===== src/rtl/i2s_sched_pkg.sv =====
// Shared definitions for the I2S sample scheduler: I2Sb register
// addresses, the write-burst FSM state encoding and the {L,R} sample pair.
package i2s_sched_pkg;

  localparam logic [1:0] ADDR_LL = 2'd0;
  localparam logic [1:0] ADDR_LH = 2'd1;
  localparam logic [1:0] ADDR_RL = 2'd2;
  localparam logic [1:0] ADDR_RH = 2'd3;

  typedef enum logic [2:0] {
    ST_IDLE,
    ST_WR0,
    ST_WR1,
    ST_WR2,
    ST_WR3
  } state_e;

  typedef struct packed {
    logic [15:0] l;
    logic [15:0] r;
  } pair_t;

endpackage


===== src/rtl/sample_fifo.sv =====
// Synchronous sample-pair FIFO with push/pop/flush and an occupancy count.
// The head entry is presented combinationally so a pop and the use of the
// popped pair can happen in the same cycle. Flush overrides push and pop.
module sample_fifo
  import i2s_sched_pkg::*;
#(
  parameter int DEPTH = 8
) (
  input  logic                     clk,
  input  logic                     reset,
  input  logic                     push,
  input  pair_t                    push_data,
  input  logic                     pop,
  input  logic                     flush,
  output pair_t                    head_data,
  output logic [$clog2(DEPTH):0]   level,
  output logic                     empty,
  output logic                     full
);

  localparam int AW = $clog2(DEPTH);
  localparam int LW = AW + 1;

  pair_t           mem_q [DEPTH];
  logic [AW-1:0]   wr_ptr_q;
  logic [AW-1:0]   rd_ptr_q;
  logic [LW-1:0]   level_q;
  logic            do_push;
  logic            do_pop;

  assign empty     = (level_q == '0);
  assign full      = (level_q == LW'(DEPTH));
  assign do_push   = push & ~full;
  assign do_pop    = pop & ~empty;
  assign head_data = mem_q[rd_ptr_q];
  assign level     = level_q;

  // Storage array; written only on an accepted push, no reset needed.
  always_ff @(posedge clk) begin
    if (do_push && !flush) begin
      mem_q[wr_ptr_q] <= push_data;
    end
  end

  // Pointer and occupancy tracking; pointers wrap naturally (power-of-2 depth).
  always_ff @(posedge clk) begin
    if (reset || flush) begin
      wr_ptr_q <= '0;
      rd_ptr_q <= '0;
      level_q  <= '0;
    end else begin
      if (do_push) wr_ptr_q <= wr_ptr_q + AW'(1);
      if (do_pop)  rd_ptr_q <= rd_ptr_q + AW'(1);
      case ({do_push, do_pop})
        2'b10:   level_q <= level_q + LW'(1);
        2'b01:   level_q <= level_q - LW'(1);
        default: level_q <= level_q;
      endcase
    end
  end

endmodule


===== src/rtl/i2s_sample_scheduler.sv =====
// I2S sample scheduler: arbitrates two sample producers into a shared FIFO
// and, on every I2S frame start, writes one {L,R} pair to I2Sb as four byte
// writes. Optional feature macro I2S_SCHED_FRAMECNT_EN adds a 16-bit count
// of serviced frames on output frame_cnt.
module i2s_sample_scheduler
  import i2s_sched_pkg::*;
#(
  parameter int FIFO_DEPTH    = 8,
  parameter bit UNDERRUN_ZERO = 1'b0
) (
  input  logic                          clk,
  input  logic                          reset,
  input  logic                          enable,
  input  logic                          flush,
  input  logic                          req0_valid,
  input  logic [31:0]                   req0_data,
  output logic                          req0_ready,
  input  logic                          req1_valid,
  input  logic [31:0]                   req1_data,
  output logic                          req1_ready,
  input  logic                          lrck,
  output logic                          wd,
  output logic [1:0]                    A,
  output logic [7:0]                    din,
  output logic [$clog2(FIFO_DEPTH):0]   fifo_level,
  output logic                          underrun,
  output logic                          overrun
`ifdef I2S_SCHED_FRAMECNT_EN
  ,output logic [15:0]                  frame_cnt
`endif
);

  logic   lrck_s1_q, lrck_s2_q, lrck_s3_q;
  logic   frame_start;
  logic   prio_q;
  logic   grant0, grant1, accept_ok, push;
  pair_t  push_data;
  pair_t  fifo_head;
  logic   fifo_empty, fifo_full;
  logic   service, pop;
  pair_t  pair_d, pair_q;
  state_e state_q;
  logic   wd_q, underrun_q, overrun_q;
  logic [1:0] addr_q;
  logic [7:0] din_q;

  // Two-stage synchroniser for lrck plus a delay stage for fall detection.
  always_ff @(posedge clk) begin
    if (reset) begin
      lrck_s1_q <= 1'b0;
      lrck_s2_q <= 1'b0;
      lrck_s3_q <= 1'b0;
    end else begin
      lrck_s1_q <= lrck;
      lrck_s2_q <= lrck_s1_q;
      lrck_s3_q <= lrck_s2_q;
    end
  end

  assign frame_start = lrck_s3_q & ~lrck_s2_q;

  // Round-robin arbitration; prio_q=0 favours req0 when both are valid.
  assign grant0     = req0_valid & (~req1_valid | ~prio_q);
  assign grant1     = req1_valid & (~req0_valid |  prio_q);
  assign accept_ok  = ~fifo_full & ~flush & ~reset;
  assign req0_ready = grant0 & accept_ok;
  assign req1_ready = grant1 & accept_ok;
  assign push       = req0_ready | req1_ready;
  assign push_data  = req0_ready ? pair_t'(req0_data) : pair_t'(req1_data);

  // Priority moves to the producer that was not just granted.
  always_ff @(posedge clk) begin
    if (reset) begin
      prio_q <= 1'b0;
    end else if (push) begin
      prio_q <= req0_ready;
    end
  end

  sample_fifo #(
    .DEPTH (FIFO_DEPTH)
  ) u_fifo (
    .clk       (clk),
    .reset     (reset),
    .push      (push),
    .push_data (push_data),
    .pop       (pop),
    .flush     (flush),
    .head_data (fifo_head),
    .level     (fifo_level),
    .empty     (fifo_empty),
    .full      (fifo_full)
  );

  assign service = (state_q == ST_IDLE) & frame_start & enable;
  assign pop     = service & ~fifo_empty;
  assign pair_d  = !fifo_empty ? fifo_head : (UNDERRUN_ZERO ? pair_t'('0) : pair_q);

  // Write-burst FSM with registered bus outputs; pair_q doubles as last-sent pair.
  always_ff @(posedge clk) begin
    if (reset) begin
      state_q    <= ST_IDLE;
      wd_q       <= 1'b0;
      addr_q     <= 2'd0;
      din_q      <= 8'd0;
      pair_q     <= '0;
      underrun_q <= 1'b0;
      overrun_q  <= 1'b0;
    end else begin
      if (frame_start && state_q != ST_IDLE) overrun_q <= 1'b1;
      case (state_q)
        ST_IDLE: begin
          if (service) begin
            pair_q  <= pair_d;
            if (fifo_empty) underrun_q <= 1'b1;
            state_q <= ST_WR0;
            wd_q    <= 1'b1;
            addr_q  <= ADDR_LL;
            din_q   <= pair_d.l[7:0];
          end
        end
        ST_WR0: begin
          state_q <= ST_WR1;
          addr_q  <= ADDR_LH;
          din_q   <= pair_q.l[15:8];
        end
        ST_WR1: begin
          state_q <= ST_WR2;
          addr_q  <= ADDR_RL;
          din_q   <= pair_q.r[7:0];
        end
        ST_WR2: begin
          state_q <= ST_WR3;
          addr_q  <= ADDR_RH;
          din_q   <= pair_q.r[15:8];
        end
        default: begin
          state_q <= ST_IDLE;
          wd_q    <= 1'b0;
          addr_q  <= 2'd0;
          din_q   <= 8'd0;
        end
      endcase
    end
  end

  assign wd       = wd_q;
  assign A        = addr_q;
  assign din      = din_q;
  assign underrun = underrun_q;
  assign overrun  = overrun_q;

`ifdef I2S_SCHED_FRAMECNT_EN
  logic [15:0] frame_cnt_q;

  // Count of serviced frames, wrapping at 16 bits.
  always_ff @(posedge clk) begin
    if (reset) begin
      frame_cnt_q <= 16'd0;
    end else if (service) begin
      frame_cnt_q <= frame_cnt_q + 16'd1;
    end
  end

  assign frame_cnt = frame_cnt_q;
`endif

endmodule


===== config.mk =====
export PLATFORM = sky130hd
export DESIGN_NAME = i2s_sample_scheduler
export DESIGN_NICKNAME = d
export VERILOG_FILES = /design/src/rtl/i2s_sched_pkg.sv /design/src/rtl/sample_fifo.sv /design/src/rtl/i2s_sample_scheduler.sv
export SDC_FILE = /design/constraint.sdc
export NUM_CORES = 1
export LEC_CHECK = 0
export ABC_AREA = 1
export CAP_MARGIN = 10
export CORE_UTILIZATION = 59
export DETAILED_ROUTE_END_ITERATION = 10
export GPL_TIMING_DRIVEN = 0
export PLACE_DENSITY_LB_ADDON = 0.3
export SLEW_MARGIN = 15
export SYNTH_ARGS = -nofsm -noshare
export SYNTH_HDL_FRONTEND = slang
export SYNTH_SLANG_ARGS = --single-unit

===== constraint.sdc =====
create_clock -name clk -period 5.1 [get_ports clk]
set_input_delay 0.51 -clock clk [delete_from_list [all_inputs] [get_ports clk]]
set_output_delay 0.51 -clock clk [all_outputs]
set_load 0.05 [all_outputs]

-- Word-level counts from Yosys, hierarchy flattened
Memory sizes are Yosys's and may differ from the RTL's. A register that Yosys moved wholly into a read port is not among the register bits.
Index checks and enable logic that the tools add are counted.
- bits in registers: 62
- bits in writable memories: 256
- input bits: 71
- word-level logic and storage cells: 80
- memories kept: 1
- memories (memory ; words ; bits a word ; read ports ; clocked after Yosys merged registers in ; wr ports ; RTL line ; source):
    u_fifo.mem_q ; 8 ; 32 ; 1 ; 1 ; 1 ; sample_fifo.sv:24 ; pair_t mem_q [DEPTH];
- add/sub/neg operators: 4
- equality and inequality tests: 7
- mux-type cells: 15
- bitwise logic cells: 24
- reduce and logical (&&, ||, !) cells: 13
- operators by type and width (kind ; number):
    $mux W32 ; 1
    $pmux W8 S4 ; 1
    $mux W24 ; 1
    $and A1 B1 Y1 ; 12
    $pmux W3 S4 ; 1
    $mux W3 ; 3
    $not A1 Y1 ; 9
    $mux W8 ; 1
    $pmux W2 S4 ; 1
    $pmux W4 S2 ; 1
    $add A3 B1 Y3 const B ; 2
    $eq A3 B2 Y1 const B ; 2
    $reduce_and A3 Y1 ; 2
    $add A4 B1 Y4 const B ; 1
    $eq A4 B4 Y1 const B ; 1
    $logic_not A4 Y1 ; 1
    $reduce_and A2 Y1 ; 2
    $sub A4 B1 Y4 const B ; 1
    $eq A3 B1 Y1 const B ; 1
    $logic_not A3 Y1 ; 1
    $mux W1 ; 3
    $or A1 B1 Y1 ; 3
    $reduce_bool A3 Y1 ; 1
    $reduce_or A3 Y1 ; 1
    other kinds (9) ; 10

-- Longest topological paths before layout
- depth after elaboration: 10
- depth in mapped cells: 17
- gate-level depth less buffers: 16

-- Cells and area by module
A second synthesis with hierarchy kept.
- cells, all modules: 1387
- area, all modules: 13615.6 um2
- modules (own cells, without submodules) (module ; times used ; cells each ; area each (um2) ; sequential area each (um2)):
    sample_fifo ; 1 ; 954 ; 10916.7 ; 7947.6
    i2s_sample_scheduler ; 1 ; 433 ; 2698.8 ; 1041.0

-- Worst setup path after synthesis
Ideal clock, no wire load.
- path type: register to register
- from: reg u_fifo.level_q[2] (netlist: u_fifo.level[2])
- to: mem u_fifo.mem_q[6][0] (netlist name), enable pin
- setup time: 0.461 ns
- arrival time: 3.507 ns
- required time: 4.639 ns
- setup slack: 1.131 ns
- stages on the path, launching flop included: 7
- path buffers: 0
- clock period less this slack: 3.969 ns
- path through: dfxtp_1 inv_1 nand3_1 nand3_2 nand2_2 inv_1 nor3_1
- cells in the longest elaborated chain, start to end: 10
- ends and longest elaborated chain (what ; RTL line ; source):
    start, declared ; sample_fifo.sv:27 ; logic [LW-1:0] level_q;
    start signal, assigned ; sample_fifo.sv:55 ; 2'b10: level_q <= level_q + LW'(1);
    start signal, assigned ; sample_fifo.sv:56 ; 2'b01: level_q <= level_q - LW'(1);
    start signal, assigned ; sample_fifo.sv:57 ; default: level_q <= level_q;
    $eq A4 B4 Y1 * ; sample_fifo.sv:32 ; assign full = (level_q == LW'(DEPTH));
    $not A1 Y1 * ; sample_fifo.sv:33, i2s_sample_scheduler.sv:65 ;
    $and A1 B1 Y1 (2 in series) ; i2s_sample_scheduler.sv:65 ; assign accept_ok = ~fifo_full & ~flush & ~reset;
    $and A1 B1 Y1, on equally long branches ; i2s_sample_scheduler.sv:66, i2s_sample_scheduler.sv:67 ;
    $or A1 B1 Y1 ; i2s_sample_scheduler.sv:68 ; assign push = req0_ready | req1_ready;
    $and A1 B1 Y1 * ; sample_fifo.sv:33 ; assign do_push = push & ~full;
    $logic_and A1 B1 Y1 * ; sample_fifo.sv:40 ; if (do_push && !flush) begin
    $mux W1 * ; sample_fifo.sv:40 ;
    $mux W1 (implied by the code) * ; sample_fifo.sv:41 ; mem_q[wr_ptr_q] <= push_data;
    end, declared ; sample_fifo.sv:24 ;
Mark *: on every way between the ends. The rest lies on a longest branch, timed or not.

-- Worst setup path after layout
- from: in flush
- to: out req0_ready
- cells in the longest elaborated chain, start to end: 4
- ends and longest elaborated chain (what ; RTL line ; source):
    start, declared ; i2s_sample_scheduler.sv:14 ; input logic flush,
    $not A1 Y1 ; i2s_sample_scheduler.sv:65 ;
    $and A1 B1 Y1 (2 in series) ; i2s_sample_scheduler.sv:65 ;
    $and A1 B1 Y1 ; i2s_sample_scheduler.sv:66 ; assign req0_ready = grant0 & accept_ok;
    end, declared ; i2s_sample_scheduler.sv:17 ; output logic req0_ready,
No other way between the ends.

==> flow_summary.yaml <==
worst_setup_path:
  end_kind: "primary output"
  r2r-end: "u_fifo.level[3]$_SDFFE_PP0P_"
  crit_path_end: "req0_ready"
  critical_path_class: "in -> out"
  r2r-start: "u_fifo.level[1]$_SDFFE_PP0P_"
  path_common_cell: "clkdlybuf4s50_1"
  path_cells: "clkdlybuf4s50_1 -> nor2_4 -> nand3_2 -> inv_2 -> buf_2 -> clkdlybuf4s50_1"
  cpPeakStageDelay_ns: 0.87
  slowest_stage: "clkdlybuf4s50_1"
  arrival_ns: 2.94
  regToRegSetupSlack_ns: 2.42
  r2r_cells: 16
  crit_start: "flush"
  cp_max_fo: 10
  cp.required_ns: 4.59
  worst_setup_path_start_kind: "input port"
clock_tree:
  clock_path_buffers: 3
  holdBufCountCts: 0
  cts_buffers: 34
  cts_root_buffer: "clkbuf_16"
  clkLatencyLatePin_ns: 0.51
  cts_tree: "built"
  cts-resized-gates: 0
  clkSinkCount: 321
  postCtsSetupRepairBufs: 0
  htreeDepth: 2
  clk_pin_slew_ns: 0.06
pwr:
  peakVddDrop_mv: 0.3763
  p_leak_uw: 0.005824
  power_density_mw_per_mm2: 355.9
  finalPower_uw: 5562
timing:
  max_freq_mhz: 290.2
  slew_violations: 0
  skew_ns: 0.01701
  finalCritPeriodShare_pct: 67.57
  rsz0062_at_grt: "false"
  slew_headroom_pct: 37.64
  hold_slack_ns: 0.2800
  min_period_ns: 3.446
  hold_viol_final: 0
  setup_viol: 0
  worstMarginPinSlew_ns: 0.9354
synth:
  yosysSeqAreaShare_pct: 68.71
  syn_inst: 1194
  syn_area_mm2: 0.01308
  yosys_register_bits: 321
  yosys_warnings: 0
  syn_nets: 1271
  synth.distinct_cells: 33
  syn_avg_cell_area_um2: 10.96
detailed_routing:
  dr_total_vias: 9778
  firstDrtPassIters: 6
  first_iter_violations: 1275
  avgViaCountPerCell: 5.959
  drc: 0
  wl_per_cell_um: 20.67
  drt-total-wl_um: 33920
  drtAntennaViolNets: 0
placement:
  portBuffers: 88
  gp_congestion: 0.8680
  dpl.hpwl_um: 22280
min_path:
  hold_class: "in -> reg"
die:
  core_mm2: 0.02176
  dieArea_mm2: 0.02277
  die_w_um: 150.9
  row_count: 54
  pin_count: 90
  die_h_um: 150.9
  start_util_pct: 60.13
grt:
  grt_max_degree: 22
  grt_overflow_total: 0
  grt_pass1_wl_um: 51200
  antenna_found_initial: 0
  grtUsageTotal_pct: 30.57
  grt_pass1_vias: 9223
job:
  cap_violations: 0
status:
  outcome: "finished clean"
cells_and_area:
  num-nets-final: 1413
  final_util_pct: 71.84
  area_growth_pct: 19.47
  antennaDiodeCount: 0
  drive_gt1_share_pct: 10.95
  fillCellCount: 1465
==> through the flow <==
stage               instance area, um^2  TNS [ns]  setup WS [ns]  cells
CTS                               15630         0          1.647   1641
detailed placement                14570         0          1.664   1580
global placement                  14310   -171.16         -1.458   1562
global route                      15630         0          1.571   1641
floorplan                         13080         0          1.131   1194
finish                            15630         0          1.654   1641
==> layer usage <==
metal	part of all wire (%)	track usage, %	wire length, um	vias to the layer above
met5	0	0	0	-
met4	4.6	13.10	1554	0
met3	9.5	5.964	3213	117
met2	47	50.50	16100	605
met1	38	39.53	13060	4589
li1	-	-	-	4467
==> power by group <==
part	leakage [uW]	total [uW]	switching [uW]	internal [uW]
Clock	0.000527	2350	983	1360
Sequential	0.00284	2890	13.9	2870
Combinational	0.00246	328	216	112
==> state kept, by name, summed over array words and instances (netlist names), named ones only <==
register / count
underrun: 1
state_q: 3
lrck_s1_q: 1
u_fifo.level: 4
A: 2
din: 8
lrck_s3_q: 1
u_fifo.rd_ptr_q: 3
u_fifo.mem_q: 256
prio_q: 1
u_fifo.wr_ptr_q: 3
wd: 1
pair_q: 32
overrun: 1
lrck_s2_q: 1
==> layout by cell type, fill, tap and decap left out, types with 3 or more instances in the layout <==
master / instances
o21ai_0: 119
ha_1: 5
clkbuf_1: 25
buf_6: 14
o211ai_1: 6
clkdlybuf4s50_1: 88
nand2_1: 250
inv_1: 46
nor2_1: 149
clkbuf_16: 37
clkbuf_2: 3
clkinv_2: 8
a31oi_1: 27
o21ai_1: 38
buf_4: 19
inv_2: 7
nor2_4: 6
nor3_2: 4
edfxtp_1: 256
o22ai_1: 48
a21oi_1: 38
nand3_1: 43
dfxtp_1: 65
buf_2: 34
==> how the worst min path moves through the flow <==
stage	startpoint	to	slack, ns	depth (start not counted)
3_3_place_gp	lrck_s1_q$_SDFF_PP0_	lrck_s2_q$_SDFF_PP0_	0.39	2
2_1_floorplan	lrck_s1_q$_SDFF_PP0_	lrck_s2_q$_SDFF_PP0_	0.39	2
4_1_cts	reset	A[1]$_SDFFE_PP0N_	0.28	2
3_5_place_dp	lrck_s1_q$_SDFF_PP0_	lrck_s2_q$_SDFF_PP0_	0.42	2
6_report	reset	A[1]$_SDFFE_PP0N_	0.28	2
5_1_grt	reset	A[1]$_SDFFE_PP0N_	0.28	2
==> cell type report <==
cell class | instances | area, um^2 | area share [%]
multi-input cells | 746 | 3502 | 22.41
flip-flops and latches | 321 | 8989 | 57.51
clock inverters | 11 | 63.81 | 0.4083
clock buffers | 50 | 994.7 | 6.364
inverters | 55 | 209.0 | 1.337
plain buffers | 72 | 432.9 | 2.770
repair buffers | 106 | 1089 | 6.964
well taps | 280 | 350.3 | 2.241
==> cell usage after synthesis, drive strengths merged <==
cell    instances  area, um^2
a21oi          38       190.2
a31oi          27       168.9
and3            1       6.260
buf            55       365.3
clkbuf         17       67.56
clkinv          1       3.750
dfxtp          65        1301
edfxtp        256        7687
fa              1       20.02
ha              5       62.56
inv            54       205.2
nand2         253       967.2
nand3          45       235.2
nor2          158       629.3
nor3            5       25.02
o211ai          6       45.04
o21ai         157       785.8
o22ai          48       300.3
o31ai           1       7.510
xnor2           1       8.760
==> worst max-delay path, delay by kind of cell <==
family | cells | cell delay, ns
simple gates | 2 | 0.57
buf+inv | 4 | 1.84
==> kinds of logic after synthesis <==
logic type      after synthesis  synth area share (%)
simple gates                462                 14.24
flops                       321                 68.71
compound gates              277                 11.45
buf+inv                     127                 4.906
fa+ha+maj                     6                0.6312
xor+xnor                      1               0.06696
No activity file was read; power rests on OpenSTA's default activity.
